===== config.mk =====
export PLATFORM = sky130hd
export DESIGN_NAME = alu_seq_flat
export DESIGN_NICKNAME = d
export VERILOG_FILES = /design/src/rtl/alu_seq_if.sv /design/src/rtl/alu_seq.sv /design/src/flat_wrapper.sv
export SDC_FILE = /design/constraint.sdc
export NUM_CORES = 1
export LEC_CHECK = 0
export CAP_MARGIN = 20
export CORE_ASPECT_RATIO = 1.1
export CORE_MARGIN = 2
export CORE_UTILIZATION = 52
export DETAILED_ROUTE_END_ITERATION = 16
export PLACE_DENSITY = 0.78
export SLEW_MARGIN = 20
export SYNTH_ARGS = -nofsm -noshare
export SYNTH_HDL_FRONTEND = slang
export SYNTH_SLANG_ARGS = --single-unit

===== constraint.sdc =====
create_clock -name clk -period 4.4 [get_ports clk]
set_input_delay 0.88 -clock clk [delete_from_list [all_inputs] [get_ports clk]]
set_output_delay 0.88 -clock clk [all_outputs]
set_load 0.1 [all_outputs]

===== src/rtl/alu_seq_if.sv =====
// Execute-handshake bundle between the control unit (master) and the ALU (slave).
// Carries the bgn/rdy handshake, the latched opcode/operands and the results.
interface alu_seq_if #(
   parameter int WIDTH = 16
) ();
   logic             bgn;
   logic [5:0]       opcode;
   logic [WIDTH-1:0] A;
   logic [WIDTH-1:0] B;
   logic [WIDTH-1:0] acc1;
   logic [WIDTH-1:0] acc2;
   logic             zero;
   logic             negative;
   logic             carry;
   logic             overflow;
   logic             rdy;

   modport master (
      output bgn, opcode, A, B,
      input  acc1, acc2, zero, negative, carry, overflow, rdy
   );

   modport slave (
      input  bgn, opcode, A, B,
      output acc1, acc2, zero, negative, carry, overflow, rdy
   );
endinterface


===== src/rtl/alu_seq.sv =====
// Multi-cycle ALU answering the bgn/rdy execute handshake: single-cycle logic/arith ops,
// shift-add multiply and restoring divide, results and flags held until the next completion.
module alu_seq #(
   parameter int WIDTH = 16
) (
   input  logic      clk,
   input  logic      rst,
   alu_seq_if.slave  bus
);

   localparam int SH_W  = $clog2(WIDTH);
   localparam int CNT_W = $clog2(WIDTH) + 1;

   localparam logic [4:0] OP_ADD = 5'b00001;
   localparam logic [4:0] OP_SUB = 5'b00010;
   localparam logic [4:0] OP_LSR = 5'b00011;
   localparam logic [4:0] OP_LSL = 5'b00100;
   localparam logic [4:0] OP_RSR = 5'b00101;
   localparam logic [4:0] OP_RSL = 5'b00110;
   localparam logic [4:0] OP_MOV = 5'b00111;
   localparam logic [4:0] OP_MUL = 5'b01000;
   localparam logic [4:0] OP_DIV = 5'b01001;
   localparam logic [4:0] OP_MOD = 5'b01010;
   localparam logic [4:0] OP_AND = 5'b01011;
   localparam logic [4:0] OP_OR  = 5'b01100;
   localparam logic [4:0] OP_XOR = 5'b01101;
   localparam logic [4:0] OP_NOT = 5'b01110;
   localparam logic [4:0] OP_CMP = 5'b01111;
   localparam logic [4:0] OP_TST = 5'b10000;
   localparam logic [4:0] OP_INC = 5'b10001;
   localparam logic [4:0] OP_DEC = 5'b10010;

   typedef enum logic [1:0] {
      S_IDLE,
      S_EXEC,
      S_DONE
   } state_e;

   function automatic logic add_ovf(input logic [WIDTH-1:0] x, input logic [WIDTH-1:0] y,
                                    input logic [WIDTH-1:0] r);
      return (x[WIDTH-1] == y[WIDTH-1]) && (r[WIDTH-1] != x[WIDTH-1]);
   endfunction

   function automatic logic sub_ovf(input logic [WIDTH-1:0] x, input logic [WIDTH-1:0] y,
                                    input logic [WIDTH-1:0] r);
      return (x[WIDTH-1] != y[WIDTH-1]) && (r[WIDTH-1] != x[WIDTH-1]);
   endfunction

   state_e           state_q;
   logic [CNT_W-1:0] cnt_q;
   logic [4:0]       op_q;
   logic [WIDTH-1:0] a_q, b_q;
   logic [WIDTH-1:0] hi_q, lo_q;
   logic [WIDTH-1:0] acc1_q, acc2_q;
   logic             zero_q, neg_q, carry_q, ovf_q, rdy_q;

   logic [WIDTH-1:0] hi_d, lo_d;
   logic [WIDTH:0]   mul_sum, rem_sh;
   logic             rem_ge;

   logic [WIDTH-1:0] add_b, sub_b;
   logic [WIDTH:0]   add_w, sub_w, shr_w, shl_w;
   logic [SH_W-1:0]  sh;
   logic [WIDTH-1:0] r_res, r_acc1, r_acc2;
   logic             r_z, r_n, r_c, r_v, r_upd;
   logic             is_iter, last;

   logic unused_imm;
   assign unused_imm = bus.opcode[0];

   // One iteration step: hi:lo is the product register for MUL, remainder:quotient for DIV/MOD
   always_comb begin
      mul_sum = {1'b0, hi_q} + (lo_q[0] ? {1'b0, b_q} : '0);
      rem_sh  = {hi_q, lo_q[WIDTH-1]};
      rem_ge  = rem_sh >= {1'b0, b_q};
      if (op_q == OP_MUL) begin
         hi_d = mul_sum[WIDTH:1];
         lo_d = {mul_sum[0], lo_q[WIDTH-1:1]};
      end else if (rem_ge) begin
         hi_d = WIDTH'(rem_sh - {1'b0, b_q});
         lo_d = {lo_q[WIDTH-2:0], 1'b1};
      end else begin
         hi_d = rem_sh[WIDTH-1:0];
         lo_d = {lo_q[WIDTH-2:0], 1'b0};
      end
   end

   always_comb begin
      sh     = b_q[SH_W-1:0];
      add_b  = (op_q == OP_INC) ? WIDTH'(1) : b_q;
      sub_b  = (op_q == OP_DEC) ? WIDTH'(1) : b_q;
      add_w  = {1'b0, a_q} + {1'b0, add_b};
      sub_w  = {1'b0, a_q} - {1'b0, sub_b};
      // Shifts carry an extra bit so the last bit shifted out falls into it
      shr_w  = {a_q, 1'b0} >> sh;
      shl_w  = {1'b0, a_q} << sh;

      r_upd  = 1'b1;
      r_res  = '0;
      r_acc1 = '0;
      r_acc2 = '0;
      r_c    = 1'b0;
      r_v    = 1'b0;

      case (op_q)
         OP_ADD, OP_INC: begin
            r_res = add_w[WIDTH-1:0];
            r_c   = add_w[WIDTH];
            r_v   = add_ovf(a_q, add_b, r_res);
         end
         OP_SUB, OP_DEC, OP_CMP: begin
            r_res = sub_w[WIDTH-1:0];
            r_c   = sub_w[WIDTH];
            r_v   = sub_ovf(a_q, sub_b, r_res);
         end
         OP_LSR: begin
            r_res = shr_w[WIDTH:1];
            r_c   = shr_w[0];
         end
         OP_LSL: begin
            r_res = shl_w[WIDTH-1:0];
            r_c   = shl_w[WIDTH];
         end
         OP_RSR: r_res = WIDTH'({a_q, a_q} >> sh);
         OP_RSL: r_res = WIDTH'(({a_q, a_q} << sh) >> WIDTH);
         OP_MOV: r_res = b_q;
         OP_AND, OP_TST: r_res = a_q & b_q;
         OP_OR:  r_res = a_q | b_q;
         OP_XOR: r_res = a_q ^ b_q;
         OP_NOT: r_res = ~a_q;
         OP_MUL: begin
            r_res  = lo_d;
            r_acc2 = hi_d;
            r_c    = |hi_d;
         end
         OP_DIV: begin
            r_res  = (b_q == '0) ? '1  : lo_d;
            r_acc2 = (b_q == '0) ? a_q : hi_d;
            r_v    = (b_q == '0);
         end
         OP_MOD: begin
            r_res  = (b_q == '0) ? a_q : hi_d;
            r_acc2 = (b_q == '0) ? '1  : lo_d;
            r_v    = (b_q == '0);
         end
         default: r_upd = 1'b0;
      endcase

      r_acc1 = (op_q == OP_CMP || op_q == OP_TST) ? a_q : r_res;
      r_z    = (r_res == '0);
      r_n    = r_res[WIDTH-1];
      if (op_q == OP_MUL) begin
         r_z = ({hi_d, lo_d} == '0);
         r_n = 1'b0;
      end else if (op_q == OP_DIV || op_q == OP_MOD) begin
         r_n = 1'b0;
      end

      is_iter = (op_q == OP_MUL) || ((op_q == OP_DIV || op_q == OP_MOD) && (b_q != '0));
      last    = !is_iter || (cnt_q == CNT_W'(WIDTH - 1));
   end

   always_ff @(posedge clk) begin
      if (rst) begin
         state_q <= S_IDLE;
         cnt_q   <= '0;
         acc1_q  <= '0;
         acc2_q  <= '0;
         zero_q  <= 1'b0;
         neg_q   <= 1'b0;
         carry_q <= 1'b0;
         ovf_q   <= 1'b0;
         rdy_q   <= 1'b0;
      end else begin
         case (state_q)
            S_IDLE: begin
               if (bus.bgn) begin
                  op_q    <= bus.opcode[5:1];
                  a_q     <= bus.A;
                  b_q     <= bus.B;
                  hi_q    <= '0;
                  lo_q    <= bus.A;
                  cnt_q   <= '0;
                  state_q <= S_EXEC;
               end
            end
            S_EXEC: begin
               if (last) begin
                  // HLT/NOP/undefined finish the handshake but leave results untouched
                  if (r_upd) begin
                     acc1_q  <= r_acc1;
                     acc2_q  <= r_acc2;
                     zero_q  <= r_z;
                     neg_q   <= r_n;
                     carry_q <= r_c;
                     ovf_q   <= r_v;
                  end
                  rdy_q   <= 1'b1;
                  state_q <= S_DONE;
               end else begin
                  hi_q  <= hi_d;
                  lo_q  <= lo_d;
                  cnt_q <= cnt_q + CNT_W'(1);
               end
            end
            S_DONE: begin
               if (!bus.bgn) begin
                  rdy_q   <= 1'b0;
                  state_q <= S_IDLE;
               end
            end
            default: state_q <= S_IDLE;
         endcase
      end
   end

   assign bus.acc1     = acc1_q;
   assign bus.acc2     = acc2_q;
   assign bus.zero     = zero_q;
   assign bus.negative = neg_q;
   assign bus.carry    = carry_q;
   assign bus.overflow = ovf_q;
   assign bus.rdy      = rdy_q;

endmodule


===== src/flat_wrapper.sv =====
// flat-port wrapper written by rule: the top's interface ports become plain ports
module alu_seq_flat 
#(
   parameter int WIDTH = 16
)
  (clk, rst, bus_bgn, bus_opcode, bus_A, bus_B, bus_acc1, bus_acc2, bus_zero, bus_negative, bus_carry, bus_overflow, bus_rdy);
  alu_seq_if #(.WIDTH(WIDTH)) bus_i ();
  input  logic clk;
  input  logic rst;
  input wire logic [$bits(bus_i.bgn)-1:0] bus_bgn;
  input wire logic [$bits(bus_i.opcode)-1:0] bus_opcode;
  input wire logic [$bits(bus_i.A)-1:0] bus_A;
  input wire logic [$bits(bus_i.B)-1:0] bus_B;
  output wire logic [$bits(bus_i.acc1)-1:0] bus_acc1;
  output wire logic [$bits(bus_i.acc2)-1:0] bus_acc2;
  output wire logic [$bits(bus_i.zero)-1:0] bus_zero;
  output wire logic [$bits(bus_i.negative)-1:0] bus_negative;
  output wire logic [$bits(bus_i.carry)-1:0] bus_carry;
  output wire logic [$bits(bus_i.overflow)-1:0] bus_overflow;
  output wire logic [$bits(bus_i.rdy)-1:0] bus_rdy;
  assign bus_i.bgn = bus_bgn;
  assign bus_i.opcode = bus_opcode;
  assign bus_i.A = bus_A;
  assign bus_i.B = bus_B;
  assign bus_acc1 = bus_i.acc1;
  assign bus_acc2 = bus_i.acc2;
  assign bus_zero = bus_i.zero;
  assign bus_negative = bus_i.negative;
  assign bus_carry = bus_i.carry;
  assign bus_overflow = bus_i.overflow;
  assign bus_rdy = bus_i.rdy;
  alu_seq #(.WIDTH(WIDTH)) u_core (.clk(clk), .rst(rst), .bus(bus_i));
endmodule

* Word level (Yosys, flattened, before mapping)
Cells that the tools add are included.
Storage, ports and cells: memory bits (read-only) 0, flip-flop bits (word level) 113, output and inout bits 37, memory bits (writable) 0, memories 0, bits in latches 0, word-level logic and storage cells 119, input bits 41
Cells by class: equal/unequal tests 29, shifts and indexed selects 4, add/sub/neg operators 5, bitwise operators 5, reduce and logical (&&, ||, !) cells 27, $lt $le $gt $ge 1, multiplexer cells 34, multipliers 0, div/mod/pow operators 0
Operators with widths (number):
- $pmux 16 s14 | 1
- $mux 16 | 13
- $pmux 16 s2 | 2
- $pmux 16 s3 | 1
- $eq 5x4->1 const B | 9
- $add 16x16->17 | 2
- $logic_not 16->1 | 2
- $logic_not 32->1 | 1
- $shl 32x4->32 | 1
- $shr 32x4->16 | 1
- $eq 5x3->1 const B | 4
- $reduce_or 18->1 | 1
- $ge 17x16->1 | 1
- $shl 16x4->17 | 1
- $shr 17x4->17 | 1
- $sub 16x16->17 | 1
- $and 16x16->16 | 1
- $not 16->16 | 1
- $or 16x16->16 | 1
- $reduce_bool 16->1 | 1
- $reduce_or 16->1 | 1
- $sub 16x16->16 | 1
- $xor 16x16->16 | 1
- $eq 5x5->1 const B | 3
- 27 further kinds | 53

* Longest topological paths before layout
depth after elaboration 8, depth in mapped cells 19

* Worst setup path after synthesis
OpenSTA, ideal clock, no wires.
path kind register to register, start register u_core.op_q[0], end register u_core.acc1_q[15], in the netlist u_core.bus.acc1[15], clock period less this slack 4.692 ns, required time 4.313 ns, stages on the path, launching flop included 17, arrival time 4.605 ns, path slack -0.292 ns, path through edfxtp_1 buf_6 clkbuf_1 nor4b_1 clkbuf_1 buf_1 a21oi_1 ha_1 a21o_1 a211o_1 o32a_1 a41o_1 o41a_1 xnor2_1 o21ai_0 mux2i_1 o31ai_1
On the way: word-level cells in the longest chain between the ends 7, elaborated cells between the ends (all ways) 40, classes of those cells add/sub (2); eq/ne (18); mux (9); reduce/logical (11)
Ends and longest elaborated chain:
- start, declared | RTL line alu_seq.sv:51 | logic [4:0] op_q;
- start signal, assigned | RTL line alu_seq.sv:178 | op_q <= bus.opcode[5:1];
- parallel branches: the longest is 7 deep, another holds $sub 16x16->17
- end signal, assigned | RTL line alu_seq.sv:191 | acc1_q <= r_acc1;
- end, declared | RTL line alu_seq.sv:54 | logic [WIDTH-1:0] acc1_q, acc2_q;
Parallel ways; which one is timed is not known. A chain may end at the register's enable or synchronous reset.

* Worst setup path in the final report
start register u_core.b_q[5], end register u_core.carry_q, in the netlist u_core.bus.carry
On the way: word-level cells in the longest chain between the ends 6, elaborated cells between the ends (all ways) 18, classes of those cells add/sub (4); order compare (1); mux (6); reduce/logical (7)
Ends and longest elaborated chain:
- start, declared | RTL line alu_seq.sv:52 | logic [WIDTH-1:0] a_q, b_q;
- start signal, assigned | RTL line alu_seq.sv:180 | b_q <= bus.B;
- parallel branches: the longest is 6 deep, another holds $add 16x16->17
- end signal, assigned | RTL line alu_seq.sv:195 | carry_q <= r_c;
- end, declared | RTL line alu_seq.sv:55 | logic zero_q, neg_q, carry_q, ovf_q, rdy_q;
Parallel ways; which one is timed is not known.

==> run summary <==
max-slew violations -> 0
DR vias/cell -> 7.29
ranking of synthesized cells by area -> edfxtp_1, ha_1, dfxtp_1
Post-synth ARST share -> 0
Metal-1 WL -> 22.6 mm
placed cells -> 2104
Clock Skew -> 0.0132 ns
pwr dens -> 264 nW/um^2
Worst Max-Slew Pin Slew -> 1.07 ns
largest net degree at the start of global routing -> 55
CP required -> 4.68 ns
Met2 Routed Length -> 28.1 mm
pre-CTS WS -> 0.138 ns
Cell variety after synth -> 93
die width -> 156 um
FF/Latch Area -> 2950 um^2
Final nets -> 1953
Leak Pwr -> 0.00650 uW
Crit. End Element -> flip-flop
fillcell total -> 2161
drc violations -> 0
share of layout cells above drive strength 1 -> 0.164
Routed Antenna Nets -> 0
fraction of the yosys area taken by sequential cells -> 0.223
syn nets -> 1799
CP Launch Type -> flip-flop
CTS tree -> built
CTS resizes -> 0
vias in the first global route -> 14700
Non-Filler Instances -> 2140
first-pass GRT wire length -> 97.3 mm
row cnt -> 61
antenna violations before repair -> 6
Port Buffers -> 76
io pins -> 78
total track usage -> 0.505
clk buf depth -> 2
Worst setup endpoint -> u_core.bus.carry
most used flip-flop cell after synthesis -> edfxtp_1
synth warn -> 0
CP Data Arrival Time -> 4.63 ns
Max FO, Critical Path -> 5
Max Clock Freq -> 230 MHz
reg2reg path depth -> 12
clock-pin slew on the worst setup and hold paths -> 0.07 ns
Hold Crit Class -> flip-flop to flip-flop
Setup Fix Bufs, Post-CTS -> 0
worst reg2reg startpoint -> u_core.b_q[5]
Final WS setup -> 0.0508 ns
initial DRC count -> 2243
CP Class -> flip-flop to flip-flop
Yosys top cell area share -> 0.157
gp weighted congestion -> 1.10
Area Overhead vs Synth -> 21.1%
min Tclk post-route -> 4.35 ns
Routed WL -> 67.3 mm
via count -> 15600
peak ir drop on the vdd network -> 0.000294 V
dpl cell area -> 15300 um^2
setup violators final -> 0
CTS Hold Buffers Added -> 0
Design Area, Final -> 16000 um^2
Multi-input gate area -> 9650 um^2
die area -> 26700 um^2
relative slew slack -> 0.290
r2r setup slk -> 0.05 ns
Avg Cell Area, Syn -> 7.99 um^2
Die Ht -> 171 um
Mapped Area -> 13200 um^2
clock tree root driver cell -> clkbuf_16
placed wire-length estimate -> 50.2 mm
htree depth -> 4
Setup TNS -> 0 ns
Synth Register Bits -> 113
top-count cell post-synth -> nor2_1
clk_lat worst skew -> 0.45 ns
Setup crit start -> u_core.b_q[5]
period utilization -> 0.988
r2r endpoint -> u_core.bus.carry
routed wl met3 -> 9.42 mm
Highest Signal Layer -> met5
synth cell count leaders -> nor2_1, nand2_1, a21oi_1
EDFF count, synth -> 69
DRT Pass-1 Iters -> 6
MaxCap Viol Count -> 0
starting density of the core -> 0.526
status -> completed
clock sink count -> 113
Core Box Area -> 25100 um^2
Syn Inst Count -> 1655
Final Hold Fails -> 0
Num CTS Buffers -> 17
Congestion Overflow GR -> 0
RSZ-0062 raised after global routing -> no
final core utilization -> 0.638
largest area contributor in the netlist -> edfxtp_1
WL per Instance -> 31.5 um
[placed cells by master, fill, tap and decap left out, types with 17 or more instances in the layout]
cell type        instances
a211oi_1                42
a21o_1                  26
a21oi_1                115
a22oi_1                 17
a31oi_1                 32
and2_1                  41
and3_1                  18
buf_4                  175
clkbuf_16               17
clkdlybuf4s50_1         75
dfxtp_1                 44
edfxtp_1                69
ha_1                    98
inv_1                   58
mux2_2                  22
mux2i_1                 57
mux4_2                  21
nand2_1                155
nand3_1                 43
nor2_1                 160
nor3_1                  50
nor4_1                  20
o211ai_1                28
o21ai_0                 77
o22ai_1                 21
xnor2_1                 31
[per-stage QoR]
stage / hold WS, ns / total power [uW]
6_report: 0.468 / 4220
5_1_grt: 0.492 / 4320
4_1_cts: 0.470 / 4120
3_5_place_dp: 0.451 / 2610
3_3_place_gp: 0.449 / 2600
2_1_floorplan: 0.464 / 2050
[state kept, by name, summed over array words and instances (netlist names), 2 cells and up]
signal / flops
u_core.state_q: 2
u_core.hi_q: 16
u_core.bus.acc2: 16
u_core.b_q: 16
u_core.bus.acc1: 16
u_core.a_q: 16
u_core.cnt_q: 5
u_core.lo_q: 16
u_core.op_q: 5
[routing by layer]
metal / GRT usage / vias to the layer above
met5: 0 / -
met4: 0.411 / 10
met3: 0.195 / 453
met2: 0.740 / 1320
met1: 0.586 / 7208
li1: - / 6617
[layout make-up]
| class | count | area share |
|---|---|---|
| Inverter | 60 | 0.0141 |
| Tap cell | 315 | 0.0246 |
| Timing Repair Buffer | 255 | 0.134 |
| Clock buffer | 17 | 0.0266 |
| Multi-Input combinational cell | 1362 | 0.603 |
| Antenna cell | 3 | 0.000469 |
| Clock inverter | 15 | 0.0124 |
| Sequential cell | 113 | 0.184 |
[cell families (layout without fill, tap and decap cells)]
logic type / count (synthesis) / after routing / share of synthesized area
and+or+nand+nor: 595 / 595 / 0.221
AOI/OAI and AO/OA: 518 / 518 / 0.271
buffers and inverters: 180 / 347 / 0.0550
DFF: 113 / 113 / 0.223
adders and majority gates: 103 / 103 / 0.0998
muxes: 102 / 102 / 0.0999
xor gates and xnor gates: 44 / 44 / 0.0292
other: 0 / 3 / 0
[power by group]
| part | switching (uW) | total (uW) | internal, uW |
|---|---|---|---|
| Sequential | 83.6 | 1260 | 1180 |
| Combinational | 881 | 1430 | 553 |
| Clock | 618 | 1530 | 909 |
| Total | 1580 | 4220 | 2640 |
[worst min path at each step]
stage | startpoint | to | slack [ns] | depth (start not counted)
2_1_floorplan | u_core.cnt_q[4] | u_core.cnt_q[4] | 0.46 | 2
3_3_place_gp | u_core.bus.negative | u_core.bus.negative | 0.45 | 2
3_5_place_dp | u_core.bus.negative | u_core.bus.negative | 0.45 | 2
4_1_cts | u_core.bus.acc2[3] | u_core.bus.acc2[3] | 0.47 | 2
5_1_grt | u_core.bus.acc2[14] | u_core.bus.acc2[14] | 0.49 | 2
6_report | u_core.bus.acc2[3] | u_core.bus.acc2[3] | 0.47 | 2
[critical path, stage by stage (launching register included)]
cell       delay (ns)
edfxtp_1         0.59
buf_4            0.24
nor4_1           0.41
nand2_1          0.34
o21ai_0          0.57
buf_4            0.21
a21o_1           0.13
nand2_1          0.13
a221o_2          0.38
a221o_1          0.45
a2111oi_1        0.42
buf_4            0.23
a211oi_1         0.07
Note: power is estimated with default switching activity, not from simulation.
